### config.mk
export PLATFORM = sky130hd
export DESIGN_NAME = lsu_mem_stage
export DESIGN_NICKNAME = d
export VERILOG_FILES = /design/src/rtl/lsu_mem_stage.sv
export SDC_FILE = /design/constraint.sdc
export NUM_CORES = 1
export LEC_CHECK = 0
export CORE_MARGIN = 2
export CORE_UTILIZATION = 48
export CTS_BUF_LIST = sky130_fd_sc_hd__clkbuf_4
export DETAILED_ROUTE_END_ITERATION = 7
export PLACE_DENSITY = 0.95
export SLEW_MARGIN = 5
export SYNTH_ARGS = -nofsm -noshare
export SYNTH_HDL_FRONTEND = slang
export SYNTH_SLANG_ARGS = --single-unit
### constraint.sdc
create_clock -name clk -period 7.35 [get_ports clk]
set_clock_uncertainty 0.2 [all_clocks]
set_input_delay 1.1025 -clock clk [delete_from_list [all_inputs] [get_ports clk]]
set_output_delay 1.1025 -clock clk [all_outputs]
set_load 0.02 [all_outputs]
### src/rtl/lsu_mem_stage.sv
// lsu_mem_stage: RV32I MEM-stage load/store unit with byte enables, load extension and response watchdog.
// Define LSU_MISALIGN_TRAP_EN to complete misaligned accesses immediately with misalign_err instead of issuing them.
module lsu_mem_stage #(
  parameter int RESP_TIMEOUT = 0,
  parameter int TO_CNT_W = 8
) (
  input  logic        clk,
  input  logic        rst,
  input  logic        req_valid,
  input  logic        is_load,
  input  logic        is_store,
  input  logic [2:0]  funct3,
  input  logic [31:0] addr,
  input  logic [31:0] store_data,
  output logic        dmem_read,
  output logic        dmem_write,
  output logic [31:0] dmem_address,
  output logic [31:0] dmem_wdata,
  output logic [3:0]  dmem_mbe,
  input  logic [31:0] dmem_rdata,
  input  logic        dmem_resp,
  output logic        stall,
  output logic        done_valid,
  output logic [31:0] load_data,
  output logic        misalign_err,
  output logic        timeout_err
);
  typedef enum logic [1:0] {IDLE, BUSY, DONE} state_t;
  state_t state;
  logic op_load;
  logic [2:0] f3;
  logic [1:0] lo;
  logic [TO_CNT_W-1:0] cnt;
  logic accept, trap, to_hit;
  logic [3:0] mbe_n;
  logic [31:0] wdata_n, ext;
  logic [7:0] b;
  logic [15:0] h;
  always_comb begin
    accept = state == IDLE && req_valid && (is_load || is_store);
    stall = accept || state == BUSY;
    mbe_n = is_load ? 4'b1111 :
            funct3 == 3'b000 ? 4'b0001 << addr[1:0] :
            funct3 == 3'b001 ? 4'b0011 << {addr[1], 1'b0} : 4'b1111;
    wdata_n = is_load ? 32'h0 :
              funct3 == 3'b000 ? {4{store_data[7:0]}} :
              funct3 == 3'b001 ? {2{store_data[15:0]}} : store_data;
    b = dmem_rdata[{lo, 3'b000} +: 8];
    h = lo[1] ? dmem_rdata[31:16] : dmem_rdata[15:0];
    ext = f3 == 3'b000 ? {{24{b[7]}}, b} :
          f3 == 3'b100 ? {24'h0, b} :
          f3 == 3'b001 ? {{16{h[15]}}, h} :
          f3 == 3'b101 ? {16'h0, h} : dmem_rdata;
    // Response on the final watchdog cycle still counts as a normal completion
    to_hit = RESP_TIMEOUT != 0 && cnt == TO_CNT_W'(RESP_TIMEOUT - 1);
`ifdef LSU_MISALIGN_TRAP_EN
    // Loads decode size from funct3[1:0] alone; stores with funct3[2] set fall back to word
    trap = accept && (
      (funct3[1:0] == 2'b01 && (is_load || !funct3[2]) && addr[0]) ||
      (!(funct3[1] == 1'b0 && (is_load || !funct3[2])) && addr[1:0] != 2'b00));
`else
    trap = 1'b0;
`endif
  end
  always_ff @(posedge clk or posedge rst) begin
    if (rst) begin
      state <= IDLE;
      op_load <= 1'b0;
      f3 <= 3'b000;
      lo <= 2'b00;
      cnt <= '0;
      dmem_read <= 1'b0;
      dmem_write <= 1'b0;
      dmem_address <= 32'h0;
      dmem_wdata <= 32'h0;
      dmem_mbe <= 4'b0000;
      done_valid <= 1'b0;
      load_data <= 32'h0;
      misalign_err <= 1'b0;
      timeout_err <= 1'b0;
    end else begin
      case (state)
        IDLE: begin
          done_valid <= 1'b0;
          misalign_err <= 1'b0;
          timeout_err <= 1'b0;
          if (accept) begin
            op_load <= is_load;
            f3 <= funct3;
            lo <= addr[1:0];
            cnt <= '0;
            dmem_address <= {addr[31:2], 2'b00};
            dmem_mbe <= mbe_n;
            dmem_wdata <= wdata_n;
            if (trap) begin
              state <= DONE;
              done_valid <= 1'b1;
              misalign_err <= 1'b1;
              load_data <= 32'h0;
            end else begin
              state <= BUSY;
              dmem_read <= is_load;
              dmem_write <= !is_load;
            end
          end
        end
        BUSY: begin
          if (dmem_resp || to_hit) begin
            state <= DONE;
            dmem_read <= 1'b0;
            dmem_write <= 1'b0;
            done_valid <= 1'b1;
            timeout_err <= !dmem_resp;
            load_data <= dmem_resp && op_load ? ext : 32'h0;
          end else begin
            cnt <= cnt + 1'b1;
          end
        end
        DONE: begin
          state <= IDLE;
          done_valid <= 1'b0;
          misalign_err <= 1'b0;
          timeout_err <= 1'b0;
        end
        default: state <= IDLE;
      endcase
    end
  end
endmodule

* Yosys cells after proc, flatten, opt, wreduce, memory -nomap -nowiden
Index checks and enable logic that the tools add are counted.
** Storage, ports and cells
- Flip-flop bits (word level) :: 110
- Input bits :: 105
- Output and inout port bits :: 106
- Word-level logic and storage cells :: 65
** Cells by class
- Equality and inequality tests :: 8
- Shift-type cells :: 3
- Muxes and demuxes :: 24
- Reductions and logical operators :: 18
** Operators by type and width (count)
- $mux W32 :: 8
- $shiftx A32 B6 Y8 :: 1
- $mux W16 :: 1
- $mux W4 :: 3
- $pmux W1 S2 :: 4
- $reduce_and A2 Y1 :: 4
- $eq A3 B1 Y1 const B :: 2
- $eq A3 B3 Y1 const B :: 2
- $logic_not A3 Y1 :: 2
- $mux W1 :: 5
- $mux W2 :: 2
- $ne A2 B2 Y1 const B :: 2
- $pmux W2 S2 :: 1
- $reduce_bool A2 Y1 :: 2
- $shl A1 B2 Y4 const A :: 1
- $shl A2 B2 Y4 const A :: 1
- $logic_and A1 B1 Y1 :: 3
- $reduce_and A3 Y1 :: 1
- $eq A2 B1 Y1 const B :: 1
- $eq A2 B2 Y1 const B :: 1
- $logic_not A1 Y1 :: 2
- $logic_not A2 Y1 :: 1
- $logic_or A1 B1 Y1 :: 2
- $reduce_or A2 Y1 :: 1

* Depth between registers and ports, before layout
- Depth in word-level cells :: 6
- Depth in mapped cells :: 7
- Mapped depth without buffers :: 5

* Worst setup path before layout
No wires, ideal clock.
- Path type :: input to output
- Start point :: in is_load
- End point :: out stall
- Arrival :: 1.584 ns
- Data required time :: 6.048 ns
- Path slack :: 4.464 ns
- Stages :: 2
- Path buffers :: 0
- Cells stage by stage :: o21ai_0 a21oi_1
** Between the ends
- Word-level cells in the longest chain between the ends :: 3
** Ends and longest elaborated chain
- from (decl) :: line 10 : input logic is_load,
- $logic_or A1 B1 Y1 :: line 40 : accept = state == IDLE && req_valid && (is_load || is_store);
- $logic_and A1 B1 Y1 :: line 40
- $logic_or A1 B1 Y1 :: line 41 : stall = accept || state == BUSY;
- to (decl) :: line 22 : output logic stall,
No other way between the ends.

* Final worst setup path
Ends and elaborated chain as after synthesis.

==> flow_metrics.env <==
export IMPL_overflow=0
export IMPL_layout_drive_gt1_share_pct=9.84
export IMPL_grt_max_degree=97
export IMPL_ctsResizeCount=0
export IMPL_wl_met2_um=7440
export IMPL_drc=0
export IMPL_worst_pin_slew_ns=1.09
export IMPL_fin_area_sq_mm=0.00743
export IMPL_crit_type="in2out"
export IMPL_via_count=4500
export IMPL_nets=772
export IMPL_avgSynthCellArea_sq_um=10.7
export IMPL_grt_setup_unrepaired="no"
export IMPL_clkTransAtPathRegs_ns=0.15
export IMPL_hp_start="load_data[1]$_DFFE_PP0P_"
export IMPL_top_layer_used="met4"
export IMPL_netlist_top_cells_count="dfrtp_1 (110), nand2_1 (84), o21ai_0 (61), mux2_2 (35), mux2i_1 (31)"
export IMPL_finalSetupTns_ns=0
export IMPL_cts_tree="yes"
export IMPL_die_width_um=108
export IMPL_yosys_most_used_dff="dfrtp_1"
export IMPL_routed_wl_um=14900
export IMPL_insertion_delay_ns=0.46
export IMPL_cts_htree_levels=3
export IMPL_fmax_ghz=0.223
export IMPL_antenna_found_initial=1
export IMPL_cellPowerDensity_mw_per_mm2=412
export IMPL_postSynthCellCount=485
export IMPL_layout_cells_non_filler=812
export IMPL_synth_top_cell_by_area="dfrtp_1"
export IMPL_vias_per_cell=5.54
export IMPL_dieArea_sq_mm=0.0117
export IMPL_syn2layout_area_growth_pct=42.8
export IMPL_yosysMostFrequentCell="dfrtp_1"
export IMPL_grt_pass1_vias=4568
export IMPL_cts_made_buffers=9
export IMPL_synth_async_reset_ratio_pct=100
export IMPL_power_leakage_nw=3.16
export IMPL_whs_path_depth=2
export IMPL_period_share_pct=60.9
export IMPL_numClockSinks=110
export IMPL_wl_met3_um=1020
export IMPL_finalMaxSlewViolations=0
export IMPL_clock_path_buffers=2
export IMPL_syn_cell_area_sq_mm=0.00520
export IMPL_whs_ns=0.301
export IMPL_cts_hold_fix_buffers=0
export IMPL_drt_initial_drc_count=324
export IMPL_clock_root_buffer="clkbuf_4"
export IMPL_die_h_um=108
export IMPL_dp_cells=796
export IMPL_hold_class="reg2reg"
export IMPL_hpwl_um=10900
export IMPL_n_fill_cell=810
export IMPL_synth_area_leaders="dfrtp_1 (53%), mux2_2 (7.6%), nand2_1 (6.1%)"
export IMPL_grt_pass1_wl_um=22900
export IMPL_synth_cell_types=37
export IMPL_ir_drop_mv=0.303
export IMPL_startpoint_type="input pin"
export IMPL_rows=38
export IMPL_setup_viol=0
export IMPL_gp_congestion=0.896
export IMPL_cp_required_ns=6.05
export IMPL_port_buffers=207
export IMPL_arrival_ns=3.17
export IMPL_ys_seq_area_share_pct=52.9
export IMPL_core_area_sq_mm=0.0107
export IMPL_dp_slack_ns=2.90
export IMPL_finalCriticalPeriod_ns=4.48
export IMPL_ys_ff_latch=110
export IMPL_wl_per_cell_um=18.4
export IMPL_reg2reg_depth=4
export IMPL_maxSlewHeadroom_pct=27.0
export IMPL_synth_edff_count=0
export IMPL_placed_area_sq_mm=0.00730
export IMPL_netlist_area_leader_share_pct=52.9
export IMPL_critPathMaxFanout=20
export IMPL_rr_startpoint="lo[1]$_DFFE_PP0P_"
export IMPL_startpoint="is_load"
export IMPL_yosysWarnings=0
export IMPL_cts_setup_buffers=0
export IMPL_ant_nets=0
export IMPL_grt_usage_pct=25.5
export IMPL_ios=211
export IMPL_finalWorstSetupSlack_ns=2.87
export IMPL_start_util_pct=48.6
export IMPL_drt_pass1_iter_count=5
export IMPL_wl_met1_um=5970
export IMPL_hold_viol=0
export IMPL_critPathCaptureType="primary output"
export IMPL_maxCapViolCount=0
export IMPL_status="finished clean"
## cells by family after synthesis
group / share of synthesized area, %
AO/OA/AOI/OAI: 18.7
other: 0.0721
multiplexers: 14.0
flip-flops: 52.9
AND/OR/NAND/NOR: 10.1
buffers and inverters: 4.21
## flip-flops by register name (all words and copies together), names as in the netlist
name,count
timeout_err,1
state,2
dmem_wdata,32
dmem_mbe,4
dmem_address,30
lo,2
f3,3
load_data,32
dmem_write,1
op_load,1
done_valid,1
dmem_read,1
## power breakdown
group | leakage, nW | switching, mW | internal, mW
Sequential | 1.38 | 0.224 | 0.887
Combinational | 1.71 | 0.852 | 0.808
Clock | 0.0643 | 0.192 | 0.0983
## final cells by class
class / instances / area [sq um] / area share, %
clock inverters: 6 / 53.8 / 0.724
multi-input cells: 328 / 2250 / 30.3
repair buffers: 209 / 2090 / 28.1
well taps: 140 / 175 / 2.36
diodes: 1 / 2.50 / 0.0337
clock buffers: 9 / 67.6 / 0.910
inverters: 9 / 36.3 / 0.489
flip-flops and latches: 110 / 2750 / 37.1
## metal layers
layer | global-route usage (%) | vias up
met3 | 7.05 | 39
met1 | 31.7 | 2172
met5 | 0 | -
met4 | 10.5 | 0
li1 | - | 2090
met2 | 42.0 | 199
## critical path: stages
cell and delay (ns):
clkdlybuf4s50_1 0.94, o21ai_0 0.28, a21oi_1 0.23, clkdlybuf4s50_1 0.63
## layout by cell type (no fill, tap or decap), types with 2 or more instances in the layout
cell / synthesis / final
a21oi_1: 8 / 8
a221o_1: 7 / 7
a221oi_1: 9 / 9
a22o_1: 7 / 7
a22oi_1: 5 / 5
a22oi_2: 10 / 10
buf_4: 3 / 2
clkbuf_4: 0 / 9
clkdlybuf4s50_1: 0 / 207
clkinv_1: 0 / 3
conb_1: 1 / 3
dfrtp_1: 110 / 110
inv_1: 9 / 8
mux2_2: 35 / 35
mux2i_1: 31 / 31
nand2_1: 84 / 84
nand2b_1: 12 / 11
nand3_1: 3 / 3
nor2_1: 3 / 2
nor2b_1: 4 / 4
nor3_1: 3 / 2
o21ai_0: 61 / 61
o21bai_1: 15 / 15
o22ai_1: 8 / 8
o31ai_1: 8 / 8
## path summary, 6_finish.rpt
| kind | end | slack (ns) |
|---|---|---|
| setup / recovery | stall | 2.87 |
| hold / removal | load_data[1]$_DFFE_PP0P_ | 0.30 |
| setup reg to reg | load_data[18]$_DFFE_PP0P_ | 4.52 |
| hold reg to reg | load_data[1]$_DFFE_PP0P_ | 0.30 |
| max in group asynchronous | dmem_address[12]$_DFFE_PP0P_ | 4.88 |
| min in group asynchronous | dmem_address[19]$_DFFE_PP0P_ | 0.85 |
## stage by stage
stage / power, mW / utilization, %
after floorplan: 2.00 / -
after global placement: 2.72 / 68.3
after detailed placement: 2.78 / 68.3
after CTS: 3.07 / 69.4
after global routing: 3.24 / 69.4
final: 3.06 / 69.4
Power figures use the tool's default switching activity.
